`config.mk`:
```
export PLATFORM = sky130hd
export DESIGN_NAME = div_unit
export DESIGN_NICKNAME = d
export VERILOG_FILES = /design/src/rtl/div_pkg.sv /design/src/rtl/div_step.sv /design/src/rtl/div_unit.sv
export SDC_FILE = /design/constraint.sdc
export NUM_CORES = 1
export LEC_CHECK = 0
export BUFFER_PORTS_ARGS = -buffer_cell sky130_fd_sc_hd__buf_2
export CORE_ASPECT_RATIO = 1.4
export CORE_MARGIN = 4
export CORE_UTILIZATION = 35
export DETAILED_ROUTE_END_ITERATION = 8
export MAX_ROUTING_LAYER = met4
export SYNTH_ARGS = -nofsm -noshare
export SYNTH_HDL_FRONTEND = slang
export SYNTH_HIERARCHICAL = 1
export SYNTH_SLANG_ARGS = --single-unit
export TNS_END_PERCENT = 30
```
`constraint.sdc`:
```
create_clock -name clk -period 6.05 [get_ports clk]
set_input_delay 0.605 -clock clk [delete_from_list [all_inputs] [get_ports clk]]
set_output_delay 0.605 -clock clk [all_outputs]
set_load 0.005 [all_outputs]
```
`src/rtl/div_pkg.sv`:
```
// Shared types and constants for the multi-cycle RV32M divider.
package div_pkg;

    // Default operand width; the iteration count tracks it.
    localparam int unsigned DataWidth = 32;
    localparam int unsigned DivIter   = DataWidth;
    localparam int unsigned CntWidth  = $clog2(DataWidth) + 1;

    // Operation encoding as driven by the control unit.
    typedef enum logic [1:0] {
        OpDiv  = 2'b00,
        OpDivu = 2'b01,
        OpRem  = 2'b10,
        OpRemu = 2'b11
    } div_op_t;

    typedef enum logic [1:0] {
        StIdle = 2'b00,
        StCalc = 2'b01,
        StDone = 2'b10
    } div_state_t;

    // DIV and REM treat operands as two's complement.
    function automatic logic op_is_signed(input div_op_t op);
        return (op == OpDiv) || (op == OpRem);
    endfunction

    // REM and REMU return the remainder instead of the quotient.
    function automatic logic op_is_rem(input div_op_t op);
        return (op == OpRem) || (op == OpRemu);
    endfunction

endpackage

```
`src/rtl/div_step.sv`:
```
// One radix-2 restoring division step: shift {rem, quo} left, trial-subtract the divisor.
module div_step #(
    parameter int unsigned Width = 32
) (
    input  logic [Width-1:0] rem_i,
    input  logic [Width-1:0] quo_i,
    input  logic [Width-1:0] divisor_i,
    output logic [Width-1:0] rem_o,
    output logic [Width-1:0] quo_o
);

    logic [Width:0] shift_rem;
    logic [Width:0] trial;

    // Trial is one bit wider so its MSB is a reliable sign: rem < divisor keeps it in range.
    always_comb begin
        shift_rem = {rem_i, quo_i[Width-1]};
        trial     = shift_rem - {1'b0, divisor_i};
        if (trial[Width]) begin
            rem_o = shift_rem[Width-1:0];
        end else begin
            rem_o = trial[Width-1:0];
        end
        quo_o = {quo_i[Width-2:0], ~trial[Width]};
    end

endmodule

```
`src/rtl/div_unit.sv`:
```
// Multi-cycle RV32M divider (DIV, DIVU, REM, REMU) with early exit for
// divide-by-zero and signed overflow.
module div_unit
    import div_pkg::*;
#(
    parameter int unsigned DATA_WIDTH = div_pkg::DataWidth
) (
    input  logic                  clk,
    input  logic                  rst_n,
    input  logic                  start,
    input  logic [1:0]            DivOp,
    input  logic [DATA_WIDTH-1:0] DivOp1,
    input  logic [DATA_WIDTH-1:0] DivOp2,
    output logic                  busy,
    output logic                  done,
    output logic [DATA_WIDTH-1:0] DivOut
);

    localparam int unsigned CntW = $clog2(DATA_WIDTH) + 1;
    localparam logic [CntW-1:0] LastIter = CntW'(DATA_WIDTH - 1);

    div_state_t            state_q, state_d;
    div_op_t               op_q, op_d;
    logic [CntW-1:0]       cnt_q, cnt_d;
    logic [DATA_WIDTH-1:0] rem_q, rem_d;
    logic [DATA_WIDTH-1:0] quo_q, quo_d;
    logic [DATA_WIDTH-1:0] divisor_q, divisor_d;
    logic                  neg_quo_q, neg_quo_d;
    logic                  neg_rem_q, neg_rem_d;
    logic [DATA_WIDTH-1:0] div_out_q, div_out_d;

    div_op_t               op_in;
    logic                  in_signed;
    logic                  in_rem;
    logic                  div_zero;
    logic                  overflow;
    logic [DATA_WIDTH-1:0] mag1;
    logic [DATA_WIDTH-1:0] mag2;
    logic [DATA_WIDTH-1:0] special_res;
    logic [DATA_WIDTH-1:0] step_rem;
    logic [DATA_WIDTH-1:0] step_quo;
    logic [DATA_WIDTH-1:0] final_res;

    div_step #(
        .Width(DATA_WIDTH)
    ) u_div_step (
        .rem_i    (rem_q),
        .quo_i    (quo_q),
        .divisor_i(divisor_q),
        .rem_o    (step_rem),
        .quo_o    (step_quo)
    );

    // Decode the incoming request and resolve the early-exit cases.
    always_comb begin
        op_in     = div_op_t'(DivOp);
        in_signed = op_is_signed(op_in);
        in_rem    = op_is_rem(op_in);
        div_zero  = (DivOp2 == '0);
        // Most-negative dividend over -1 does not fit; RISC-V defines the result.
        overflow  = in_signed && (DivOp1 == {1'b1, {(DATA_WIDTH-1){1'b0}}}) && (DivOp2 == '1);
        mag1      = (in_signed && DivOp1[DATA_WIDTH-1]) ? (~DivOp1 + 1'b1) : DivOp1;
        mag2      = (in_signed && DivOp2[DATA_WIDTH-1]) ? (~DivOp2 + 1'b1) : DivOp2;
        if (div_zero) begin
            special_res = in_rem ? DivOp1 : '1;
        end else begin
            special_res = in_rem ? '0 : DivOp1;
        end
    end

    // Sign fix-up applied to the last iteration's outputs as they are loaded.
    always_comb begin
        if (op_is_rem(op_q)) begin
            final_res = neg_rem_q ? (~step_rem + 1'b1) : step_rem;
        end else begin
            final_res = neg_quo_q ? (~step_quo + 1'b1) : step_quo;
        end
    end

    // FSM next-state and datapath next values.
    always_comb begin
        state_d   = state_q;
        op_d      = op_q;
        cnt_d     = cnt_q;
        rem_d     = rem_q;
        quo_d     = quo_q;
        divisor_d = divisor_q;
        neg_quo_d = neg_quo_q;
        neg_rem_d = neg_rem_q;
        div_out_d = div_out_q;
        unique case (state_q)
            StIdle: begin
                if (start) begin
                    op_d      = op_in;
                    cnt_d     = '0;
                    rem_d     = '0;
                    quo_d     = mag1;
                    divisor_d = mag2;
                    neg_quo_d = in_signed && (DivOp1[DATA_WIDTH-1] ^ DivOp2[DATA_WIDTH-1]);
                    neg_rem_d = in_signed && DivOp1[DATA_WIDTH-1];
                    if (div_zero || overflow) begin
                        state_d   = StDone;
                        div_out_d = special_res;
                    end else begin
                        state_d = StCalc;
                    end
                end
            end
            StCalc: begin
                rem_d = step_rem;
                quo_d = step_quo;
                cnt_d = cnt_q + 1'b1;
                if (cnt_q == LastIter) begin
                    state_d   = StDone;
                    div_out_d = final_res;
                end
            end
            StDone: begin
                state_d = StIdle;
            end
            default: begin
                state_d = StIdle;
            end
        endcase
    end

    // State and datapath registers; reset aborts any operation in flight.
    always_ff @(posedge clk or negedge rst_n) begin
        if (!rst_n) begin
            state_q   <= StIdle;
            op_q      <= OpDiv;
            cnt_q     <= '0;
            rem_q     <= '0;
            quo_q     <= '0;
            divisor_q <= '0;
            neg_quo_q <= 1'b0;
            neg_rem_q <= 1'b0;
            div_out_q <= '0;
        end else begin
            state_q   <= state_d;
            op_q      <= op_d;
            cnt_q     <= cnt_d;
            rem_q     <= rem_d;
            quo_q     <= quo_d;
            divisor_q <= divisor_d;
            neg_quo_q <= neg_quo_d;
            neg_rem_q <= neg_rem_d;
            div_out_q <= div_out_d;
        end
    end

    // Outputs decode directly from registered state.
    always_comb begin
        busy   = (state_q != StIdle);
        done   = (state_q == StDone);
        DivOut = div_out_q;
    end

endmodule
```
After elaboration in Yosys (flattened, before gate mapping). Cells that the tools add are included.

Register bits after elaboration: 140. Word-level logic and storage cells: 74. Output and inout port bits: 34. Bits of input ports: 69.

Mux-type cells: 23. Equality and inequality tests: 12. Add/sub/neg operators: 6. Bitwise gates (word level): 6. Reductions and logical operators: 18.

Operator list (number): 32-bit two-way mux (14); 32-bit one-hot mux with 2 select lines (3); 32-bit by 1-bit adder with 32-bit output, second input constant (4); 32-bit inverter (4); 32-bit == test, second input constant (2); 33-bit by 32-bit subtractor with 33-bit output (1); 32-bit zero test (1); 6-bit one-hot mux with 2 select lines (1); 2-bit == test, second input constant (5); 6-bit by 1-bit adder with 6-bit output, second input constant (1); 6-bit by 5-bit == test with 1-bit output, second input constant (1); 2-bit two-way mux (3); 6-bit two-way mux (1); 2-bit inequality test, second input constant (3); 2-bit AND reduction (3); 1-bit logical AND (5); 2-bit zero test (2); 1-bit logical OR (4); 2-bit one-hot mux with 2 select lines (1); 4-bit AND reduction (1); 2-bit nonzero test (2); 2-bit by 1-bit == test with 1-bit output, second input constant (1); 1-bit inverter (1); 1-bit XOR (1).

Longest topological paths before layout. Gate-level depths: netlist of run 1.

Depth after elaboration: 8. Depth in mapped cells: 23. Depth with buffers taken out: 20.

Hierarchy. Netlist of run 1, hierarchy kept.

Modules (own cells, without submodules): div_unit (instances 1, area an instance 9243.9 µm², cells each 1057, sequential area each 3478.3 µm²); div_step (instances 1, area an instance 2488.6 µm², cells each 342, sequential area each 0.0 µm²).

Worst setup path before layout of run 1. OpenSTA, ideal clock, no wires.

Path type: register -> register. Start point: register quo_q[31]. End point: register div_out_q[22], in the netlist DivOut[22]. Path buffers: 3. Path slack: 0.996 ns. Stages on the path, launching flop included: 23. Data arrival time: 4.907 ns. Cell sequence: dfrtp_1 > inv_1 > ha_1 > fa_1 > and2b_1 > o2111ai_1 > a21oi_2 > o2111ai_1 > a211oi_2 > nor2_2 > mux2i_1 > and2_4 > inv_2 > buf_6 > mux2_4 > or4_1 > buf_2 > or4_4 > buf_2 > nand2_1 > o21ai_0 > a2111oi_0 > a41oi_1.

Cells in the longest elaborated chain, start to end: 8.

Ends and longest elaborated chain: start: declaration (line div_unit.sv:26) `logic [DATA_WIDTH-1:0] quo_q, quo_d;`; start signal: assignment (line div_unit.sv:144) `quo_q <= quo_d;`; 33-bit by 32-bit subtractor with 33-bit output (line div_step.sv:18) `trial = shift_rem - {1'b0, divisor_i};`; 32-bit two-way mux (line div_step.sv:19) `if (trial[Width]) begin`; net step_rem[7] (line div_unit.sv:40) `logic [DATA_WIDTH-1:0] step_rem;`; 32-bit inverter (line div_unit.sv:74) `final_res = neg_rem_q ? (~step_rem + 1'b1) : step_rem;`; 32-bit by 1-bit adder with 32-bit output (line div_unit.sv:74); 32-bit two-way mux (line div_unit.sv:74); 32-bit two-way mux (line div_unit.sv:73) `if (op_is_rem(op_q)) begin`; 32-bit two-way mux (line div_unit.sv:113) `if (cnt_q == LastIter) begin`; 32-bit one-hot mux with 2 select lines (line div_unit.sv:91) `unique case (state_q)`; end signal: assignment (line div_unit.sv:148) `div_out_q <= div_out_d;`; end: declaration (line div_unit.sv:30) `logic [DATA_WIDTH-1:0] div_out_q, div_out_d;`.

The timed path passes the listed nets, and every way through them passes these cells. The select of a mux whose other input is x is not followed. A chain may end at the register's enable or synchronous reset.

Final worst setup path of run 1.
Start point: register quo_q[31]. End point: register div_out_q[31], in the netlist DivOut[31].

Cells in the longest elaborated chain, start to end: 8.

Ends and longest elaborated chain: 33-bit by 32-bit subtractor with 33-bit output (line div_step.sv:18); 1-bit inverter (line div_step.sv:24) `quo_o = {quo_i[Width-2:0], ~trial[Width]};`; net step_quo[0] (line div_unit.sv:41) `logic [DATA_WIDTH-1:0] step_quo;`; 32-bit inverter (line div_unit.sv:76) `final_res = neg_quo_q ? (~step_quo + 1'b1) : step_quo;`; 32-bit by 1-bit adder with 32-bit output (line div_unit.sv:76); 32-bit two-way mux (line div_unit.sv:76); 32-bit two-way mux (line div_unit.sv:73); 32-bit two-way mux (line div_unit.sv:113); 32-bit one-hot mux with 2 select lines (line div_unit.sv:91).

The timed path passes the listed nets, and every way through them passes these cells. The select of a mux whose other input is x is not followed.

==> results.ini, run 1 <==
[yosys]
synth_top_area_share = 0.296
syn_area_um2 = 11700
syn_inst = 1399
ys_types = 84
avgSynthCellArea_um2 = 8.39
synth-edff-count = 0
yosys.area.top_type = dfrtp_1
synthFlopType = dfrtp_1
ys_async_sr_fraction = 1.00
ys_seq_area_frac = 0.296
syn_nets = 1507
ys_ff_latch = 139
synthTopCellsByArea = dfrtp_1 (30%), xnor2_1 (5.6%), o21ai_0 (4.9%)
yosysWarnings = 6

[global_route]
gr-total-overflow = 0
grt_usage = 0.213
grt_pass1_wl_um = 60500
antenna_found_initial = 0
grt_max_degree = 89
grt_pass1_vias = 10900

[layout]
final_common_cell = dfrtp_1
drive_above_1_share = 0.155
layout_common_cells = dfrtp_1 (139), nand2_1 (114), o21ai_0 (114)
syn2layout_area_growth_pct = 11.4
fin_cells = 1881
antenna_cells = 0
fin_nets = 1532

[clock_network]
post-cts-setup-buffer-count = 0
cts_tree = yes
cts_made_buffers = 17
insertion_delay_ps = 440
postCtsHoldBufs = 0
clockBufferDepth = 2
cts.sinks = 139
clockRootBuffer = clkbuf_16
ctsResizeCount = 0
clk_pin_slew_ps = 60
htreeDepth = 4

[drt]
drcViolationCount = 0
wl_met2_um = 18100
vias_per_cell = 5.92
via_count = 11100
wl_per_cell_um = 20.5
wl_met3_um = 2770
wl_met1_um = 16500
top_layer = met4
detail_route.first_pass.iterations = 6
first_iter_violations = 985
ant_nets = 0
drt-total-wl_um = 38600

[sta]
final_hold_viol_count = 0
finalSetupTns_ps = 0
timing.final.crit_share = 0.930
max_freq_mhz = 178
setup_violations = 0
worst_pin_slew_ps = 1290
finClkSkew_ps = 6.37
relSlewSlack = 0.142
rsz0062_at_grt = no
worst_slack_ps = 424
period_needed_ps = 5630
maxSlewViolCount = 0

[power]
vdd_drop_max_uv = 317
total_power_mw = 9.72
powerDensity_nw_per_um2 = 743
p_leak_nw = 5.37

[placed_design]
port_buffers = 102
post-place-ws_ps = 334
place_congestion = 0.944
place_inst = 1850
dp_hpwl_um = 28600

[critical_path]
r2r_slack_ps = 420
endpoint_kind = flip-flop
crit_fanout = 15
path_class = flip-flop to flip-flop
cp.required_ps = 6400
startpoint_type = flip-flop
crit_arrival_ps = 5970

[die]
die_x_um = 163
start_util = 0.353
design.core.area_um2 = 33200
chipHeight_um = 225
fp.dieArea_um2 = 36600
ios = 103
rows = 79

[worst_hold_path]
hp-class = input pin to async pin

[status]
status = finished, final reports clean

[flow_run]
max-cap-violations = 0

[per-layer routing]
metal | vias up | GRT usage
met5 | - | -
li1 | 5245 | -
met1 | 5312 | 0.270
met2 | 493 | 0.339
met3 | 79 | 0.0425
met4 | 0 | 0.0758
[worst paths after layout]
check / startpoint / endpoint / cells past startpoint
min in group clk: divisor_q[20]$_DFFE_PN0P_ / divisor_q[20]$_DFFE_PN0P_ / 2
max in group asynchronous: rst_n / rem_q[0]$_DFFE_PN0P_ / 2
worst min register to register: divisor_q[20]$_DFFE_PN0P_ / divisor_q[20]$_DFFE_PN0P_ / 2
worst min-delay path: rst_n / DivOut[20]$_DFFE_PN0P_ / 1
worst max register to register: quo_q[31]$_DFFE_PN0P_ / DivOut[31]$_DFFE_PN0P_ / 20
worst max-delay path: quo_q[31]$_DFFE_PN0P_ / DivOut[31]$_DFFE_PN0P_ / 20
[registers in the layout, indices dropped and copies added (netlist names)]
register	cells
op_q	1
rem_q	32
divisor_q	32
neg_quo_q	1
cnt_q	6
quo_q	32
DivOut	32
state_q	2
neg_rem_q	1
[final cells by class]
class	count	area, µm²
tap	445	557
fill	3460	20100
clock buffer	24	492
multi-input combinational	1073	7450
clock inverter	7	113
inverter	61	231
timing repair buffer	132	754
sequential	139	3480
[cell usage after synthesis, drive strengths merged (6+ instances only)]
master   number
nor3b         9
nor2b         8
a21o         19
or2          12
o31ai        24
nand2       115
xor2         53
nand4b        6
nor3         28
mux2         25
nand4        25
a22oi        29
and3          9
or4          24
a211oi       33
o31a          7
dfrtp       139
clkbuf       75
nand2b       10
o211ai       13
ha           38
xnor2        75
a221o         6
a31oi        37
nand3b        8
a2111oi       6
o21a          6
mux2i         7
inv          59
nor2         62
a21oi        58
a41oi        14
buf          51
o21ai       127
a22o         29
o41ai        19
or3          14
nand3        36
nor4         21
[worst max-delay path, stage by stage, from the launching register on]
cell	delay [ps]
dfrtp_1	370
inv_1	60
ha_1	220
fa_1	390
and2b_1	250
o2111ai_1	160
a21oi_2	230
o2111ai_1	260
a211oi_2	300
nor2_2	100
mux2i_1	150
and2_4	180
inv_4	190
buf_4	210
mux2_4	320
or4_1	600
or3_1	370
or3_1	340
o311a_1	350
o31a_1	290
a41oi_1	200
[report_power, final]
part | leakage [nW] | switching, mW | total, mW | internal, mW
clock | 0.296 | 0.414 | 1.10 | 0.688
combinational | 3.32 | 3.86 | 6.78 | 2.92
sequential | 1.75 | 0.477 | 1.84 | 1.36
total | 5.37 | 4.75 | 9.72 | 4.97
[cells by family (layout without fill, tap and decap cells)]
group | Yosys count | count (layout) | synth area share
buf+inv | 187 | 224 | 0.0726
simple gates | 404 | 404 | 0.183
mux | 32 | 32 | 0.0360
xor+xnor | 128 | 128 | 0.0956
compound gates | 465 | 465 | 0.270
flops | 139 | 139 | 0.296
fa+ha+maj | 44 | 44 | 0.0465
[per-stage QoR]
stage               cell area, µm²  utilization  hold slack (ps)
global route                 13100        0.394              185
CTS                          13100        0.393              172
finish                       13100        0.394              151
global placement             12500        0.375              462
detailed placement           12500        0.375              471
floorplan                    11700            -              309
No activity file was read; power rests on OpenSTA's default activity.
==> inputs of run 2 (changes only) <==
CAP_MARGIN = 30   (was default)
PLACE_DENSITY_LB_ADDON = 0.08   (was default)
RECOVER_POWER = 50   (was default)
==> run 2 against run 1 <==
- the run now ends with max-capacitance violations, max-slew violations left
- global-route usage rose by 1.9 points
- final cell count rose by 0.27%
- largest cell class unchanged
- routed wire length rose by 7.5%
- flip-flop and latch count did not move
- final area fell by 0.12%
- clock-buffer cell count fell by 4
- critical endpoint unchanged
- clock power fell by 5%
==> results.ini, run 2 (synthesis results as in run 1) <==
[status]
status = finished, violations left
violations = max-capacitance violations, max-slew violations

[sta]
max_freq_mhz = 177
setup_violations = 0
maxSlewViolCount = 90
period_needed_ps = 5650
finalSetupTns_ps = 0
rsz0062_at_grt = no
relSlewSlack = -2.05
final_hold_viol_count = 0
timing.final.crit_share = 0.935
finClkSkew_ps = 9.70
worst_pin_slew_ps = 4580

[layout]
syn2layout_area_growth_pct = 11.3
fin_nets = 1536
layout_common_cells = dfrtp_1 (139), nand2_1 (114), o21ai_0 (114)
antenna_cells = 0
drive_above_1_share = 0.153
final_common_cell = dfrtp_1
final_core_util = 0.393

[critical_path]
crit_fanout = 15
startpoint_type = flip-flop
crit_slowest_cell = or4_1
crit_chain = inv_1 -> ha_1 -> fa_1 -> and2b_1 -> o2111ai_1 -> a21oi_2 -> o2111ai_1 -> a211oi_2 -> nor2_2 -> mux2i_1 -> and2_4 -> inv_4 -> buf_4 -> mux2_4 -> or4_1 -> or3_1 -> or3_1 -> o311a_1 -> o31a_1 -> a41oi_1
endpoint_kind = flip-flop
cp.required_ps = 6420
critPathMaxStageDelay_ps = 610
crit_arrival_ps = 6020
path_class = flip-flop to flip-flop

[drt]
detail_route.first_pass.iterations = 5
vias_per_cell = 5.85
via_count = 11000
wl_per_cell_um = 22.0
drt-total-wl_um = 41500
first_iter_violations = 754
ant_nets = 0
drcViolationCount = 0

[global_route]
grt_pass1_wl_um = 64200
grt.met3_usage = 0.0258
gr-total-overflow = 0
grt_max_degree = 90
antenna_found_initial = 0
grt_usage = 0.232
use_met1 = 0.294
top_usage_layer = met2
grt_pass1_vias = 10800
globalRouteMet2Util = 0.385

[power]
vdd_drop_max_uv = 315
powerDensity_nw_per_um2 = 744
total_power_mw = 9.72
p_leak_nw = 5.33

[die]
chipHeight_um = 225
rows = 79
die_x_um = 163
ios = 103
design.core.area_um2 = 33200
start_util = 0.353
fp.dieArea_um2 = 36600

[clock_network]
clk_pin_slew_ps = 60
cts.sinks = 139
cts_tree = yes
post-cts-setup-buffer-count = 0
clockBufferDepth = 2
insertion_delay_ps = 460
htreeDepth = 4
cts_made_buffers = 17
clockRootBuffer = clkbuf_16

[placed_design]
port_buffers = 102
place_congestion = 0.929
dp_hpwl_um = 30900

[flow_run]
max-cap-violations = 1

[worst_hold_path]
hp-class = flip-flop to flip-flop

## run 2: cell types whose count changed in the layout (fill, tap and decap cells not counted), sizes merged
| cell | previous run | this run |
|---|---|---|
| clkbuf | 24 | 27 |
| clkinv | 5 | 8 |
| clkinvlp | 1 | 4 |
| buf | 132 | 127 |
| bufinv | 3 | 2 |
| clkdlybuf4s25 | 0 | 2 |
## run 2: where the power goes
| group | internal [mW] | leakage, nW | switching (mW) | total, mW |
|---|---|---|---|---|
| Combinational | 2.91 | 3.31 | 3.95 | 6.86 |
| Sequential | 1.36 | 1.75 | 0.452 | 1.81 |
| Clock | 0.613 | 0.272 | 0.439 | 1.05 |
| Total | 4.88 | 5.33 | 4.84 | 9.72 |
## run 2: area by class of cell
type | instances | area (µm²)
fill | 3515 | 20200
multi-input combinational | 1073 | 7450
sequential | 139 | 3480
timing repair buffer | 136 | 769
tap | 445 | 557
clock buffer | 20 | 447
inverter | 61 | 231
clock inverter | 12 | 124
## run 2: layer usage
| metal | wire [µm] | share of wire |
|---|---|---|
| met1 | 18200 | 0.44 |
| met2 | 20300 | 0.49 |
| met3 | 1850 | 0.045 |
| met4 | 1240 | 0.030 |
| met5 | 0 | 0 |
## run 2: critical path: cells and delay by family (launching register included)
kind / cells / cell delay [ps]
fa+ha+maj: 2 / 620
mux: 2 / 480
flops: 1 / 360
buf+inv: 3 / 450
compound gates: 7 / 1800
simple gates: 6 / 1840
## run 2: repair_timing
item                       4_1_cts  5_1_grt
hold buffers                     0        0
setup endpoints to repair        0        4
gates resized for setup          0        3
hold endpoints to repair         0        0
## run 2: final timing paths
path	from	to	slack, ps	cells past startpoint
max	quo_q[31]$_DFFE_PN0P_	DivOut[31]$_DFFE_PN0P_	400	20
min	divisor_q[8]$_DFFE_PN0P_	divisor_q[8]$_DFFE_PN0P_	480	2
max reg2reg	quo_q[31]$_DFFE_PN0P_	DivOut[31]$_DFFE_PN0P_	400	20
min reg2reg	divisor_q[8]$_DFFE_PN0P_	divisor_q[8]$_DFFE_PN0P_	480	2
max in group asynchronous	rst_n	divisor_q[10]$_DFFE_PN0P_	1050	3
min in group asynchronous	rst_n	quo_q[23]$_DFFE_PN0P_	2250	2
## run 2: metrics by stage
| stage | worst slack (ps) | cells | hold WS, ps | cell area (µm²) |
|---|---|---|---|---|
| CTS | 249 | 1885 | 286 | 13100 |
| global placement | 344 | 1852 | 461 | 12500 |
| floorplan | 996 | 1399 | 309 | 11700 |
| global route | 26.6 | 1886 | 505 | 13100 |
| detailed placement | 275 | 1853 | 471 | 12500 |
| finish | 396 | 1886 | 476 | 13100 |
==> inputs of run 3 (changes only) <==
CELL_PAD_IN_SITES_DETAIL_PLACEMENT = 2   (was default)
CELL_PAD_IN_SITES_GLOBAL_PLACEMENT = 2   (was default)
GPL_TIMING_DRIVEN = 1   (was default)
==> run 3 against run 2 <==
- the run still ends with max-capacitance violations, max-slew violations left
- final cell count is 0.27% higher
- utilization is 0.20 points higher
- die area stayed put
- final area is 0.51% higher
- hold slack hardly changed
- register-to-register slack worse by 70 ps
- combinational power is 2.9% higher
- via count is 2.7% higher
- worst setup slack worse by 71 ps
- largest power group unchanged
==> results.ini, run 3 (synthesis results as in run 1) <==
[global_route]
grt_usage = 0.259
grt_pass1_wl_um = 72100
grt_max_degree = 89
grt_pass1_vias = 12000
gr-total-overflow = 0
antenna_found_initial = 0

[sta]
worst_pin_slew_ps = 5120
period_needed_ps = 5730
relSlewSlack = -2.41
timing.final.crit_share = 0.946
final_hold_viol_count = 0
maxSlewViolCount = 87
max_freq_mhz = 175
finalSetupTns_ps = 0
rsz0062_at_grt = no
finClkSkew_ps = 10.3
setup_violations = 0

[drt]
vias_per_cell = 5.99
first_iter_violations = 639
drt-total-wl_um = 46400
ant_nets = 0
detail_route.first_pass.iterations = 5
via_count = 11300
wl_per_cell_um = 24.5
drcViolationCount = 0

[clock_network]
clk_pin_slew_ps = 60
postCtsHoldBufs = 0
clockBufferDepth = 2
cts.sinks = 139
cts_made_buffers = 17
insertion_delay_ps = 450
clockRootBuffer = clkbuf_16
cts_tree = yes
htreeDepth = 4

[critical_path]
startpoint_type = flip-flop
critPathMaxStageDelay_ps = 630
endpoint_kind = flip-flop
crit_buf_inv = 3
cp.required_ps = 6380
crit_chain = inv_1 -> ha_1 -> fa_1 -> and2b_1 -> o2111ai_1 -> a21oi_2 -> o2111ai_1 -> a211oi_2 -> nor2_2 -> mux2i_1 -> and2_4 -> inv_4 -> buf_4 -> mux2_1 -> or3b_2 -> or4_4 -> o41ai_2 -> xor2_1 -> mux2i_1 -> a221o_1
crit_slowest_cell = or4_4
crit_arrival_ps = 6060
crit_fanout = 13
cpLargestDelayFamily = simple AND/OR/NAND/NOR gates
path_class = flip-flop to flip-flop

[power]
pwr-share-seq = 0.184
powerDensity_nw_per_um2 = 764
p_leak_nw = 5.31
vdd_drop_max_uv = 285
p_int_mw = 5.01
p_sw_frac = 0.501
pwr-share-clk = 0.113
power_frac_comb = 0.704
p_sw_mw = 5.02

[layout]
layout_common_cells = dfrtp_1 (139), nand2_1 (114), o21ai_0 (114)
final_common_cell = dfrtp_1
antenna_cells = 0
syn2layout_area_growth_pct = 11.9
fin_nets = 1541
drive_above_1_share = 0.142
fillers = 3836
fin_cells = 1891
fin_area_um2 = 13100
final_core_util = 0.395

[die]
start_util = 0.353
die_x_um = 163
chipHeight_um = 225
fp.dieArea_um2 = 36600
design.core.area_um2 = 33200
rows = 79
ios = 103

[placed_design]
port_buffers = 102
place_congestion = 0.871
place_inst = 1859
dpl_cell_area_um2 = 12500
dp_hpwl_um = 34500

[worst_hold_path]
hp-class = flip-flop to flip-flop

[status]
violations = max-capacitance violations, max-slew violations
status = finished, violations left

[flow_run]
max-cap-violations = 1

==> run 3: changes by cell type in the layout (fill, tap and decap cells not counted), moves of 2 or more <==
cell / delta
clkbuf_8: +4
clkdlybuf4s25_1: -2
clkinv_2: -3
clkbuf_1: +22
buf_4: +5
clkinvlp_4: -3
buf_2: -19
==> run 3: stage by stage <==
step / hold WS (ps) / total power [mW] / worst slack, ps
after floorplan: 309 / 6.93 / 996
after global placement: 463 / 8.63 / 313
after detailed placement: 471 / 8.84 / 207
after CTS: 270 / 10.1 / 148
after global routing: 502 / 10.8 / 8.68
final: 476 / 10.0 / 325
==> run 3: worst min-delay path: stages (launching register included) <==
cell	delay, ps
dfrtp_1	340
nand2_1	50
o21ai_0	60
==> run 3: layout make-up <==
class	count	area (µm²)	share of cell area
Timing Repair Buffer	141	778	0.0593
Sequential cell	139	3480	0.265
Tap cell	445	557	0.0424
Clock inverter	6	108	0.00820
Clock buffer	26	509	0.0388
Multi-Input combinational cell	1073	7460	0.569
Inverter	61	231	0.0176
==> run 3: timing repair <==
action | CTS | global route
gates resized for setup | 0 | 2
endpoints found under the hold margin | 0 | 0
setup endpoints to repair | 0 | 7
buffers inserted | 0 | 0
==> run 3: per-layer routing <==
metal  vias to the layer above  routed length, µm  GRT usage
met5                         -                  0          -
met1                      5781              20000      0.315
met3                        63               1380     0.0277
met2                       215              23600      0.448
met4                         0               1320     0.0855
li1                       5268                  -          -
==> run 3: power groups by stage <==
stage	clock network [mW]	logic (mW)	registers [mW]
global placement	0	6.81	1.83
global route	1.19	7.74	1.91
detailed placement	0	6.99	1.85
CTS	1.15	7.07	1.84
floorplan	0	5.36	1.58
finish	1.13	7.06	1.84
==> run 3: worst paths after layout <==
path	start	cells past startpoint	slack (ps)	end
worst max register to register	quo_q[31]$_DFFE_PN0P_	20	320	DivOut[30]$_DFFE_PN0P_
max in group asynchronous	rst_n	2	960	cnt_q[5]$_DFFE_PN0P_
worst min-delay path	divisor_q[7]$_DFFE_PN0P_	2	480	divisor_q[7]$_DFFE_PN0P_
worst max-delay path	quo_q[31]$_DFFE_PN0P_	20	320	DivOut[30]$_DFFE_PN0P_
worst min register to register	divisor_q[7]$_DFFE_PN0P_	2	480	divisor_q[7]$_DFFE_PN0P_
min in group asynchronous	rst_n	1	2010	DivOut[27]$_DFFE_PN0P_
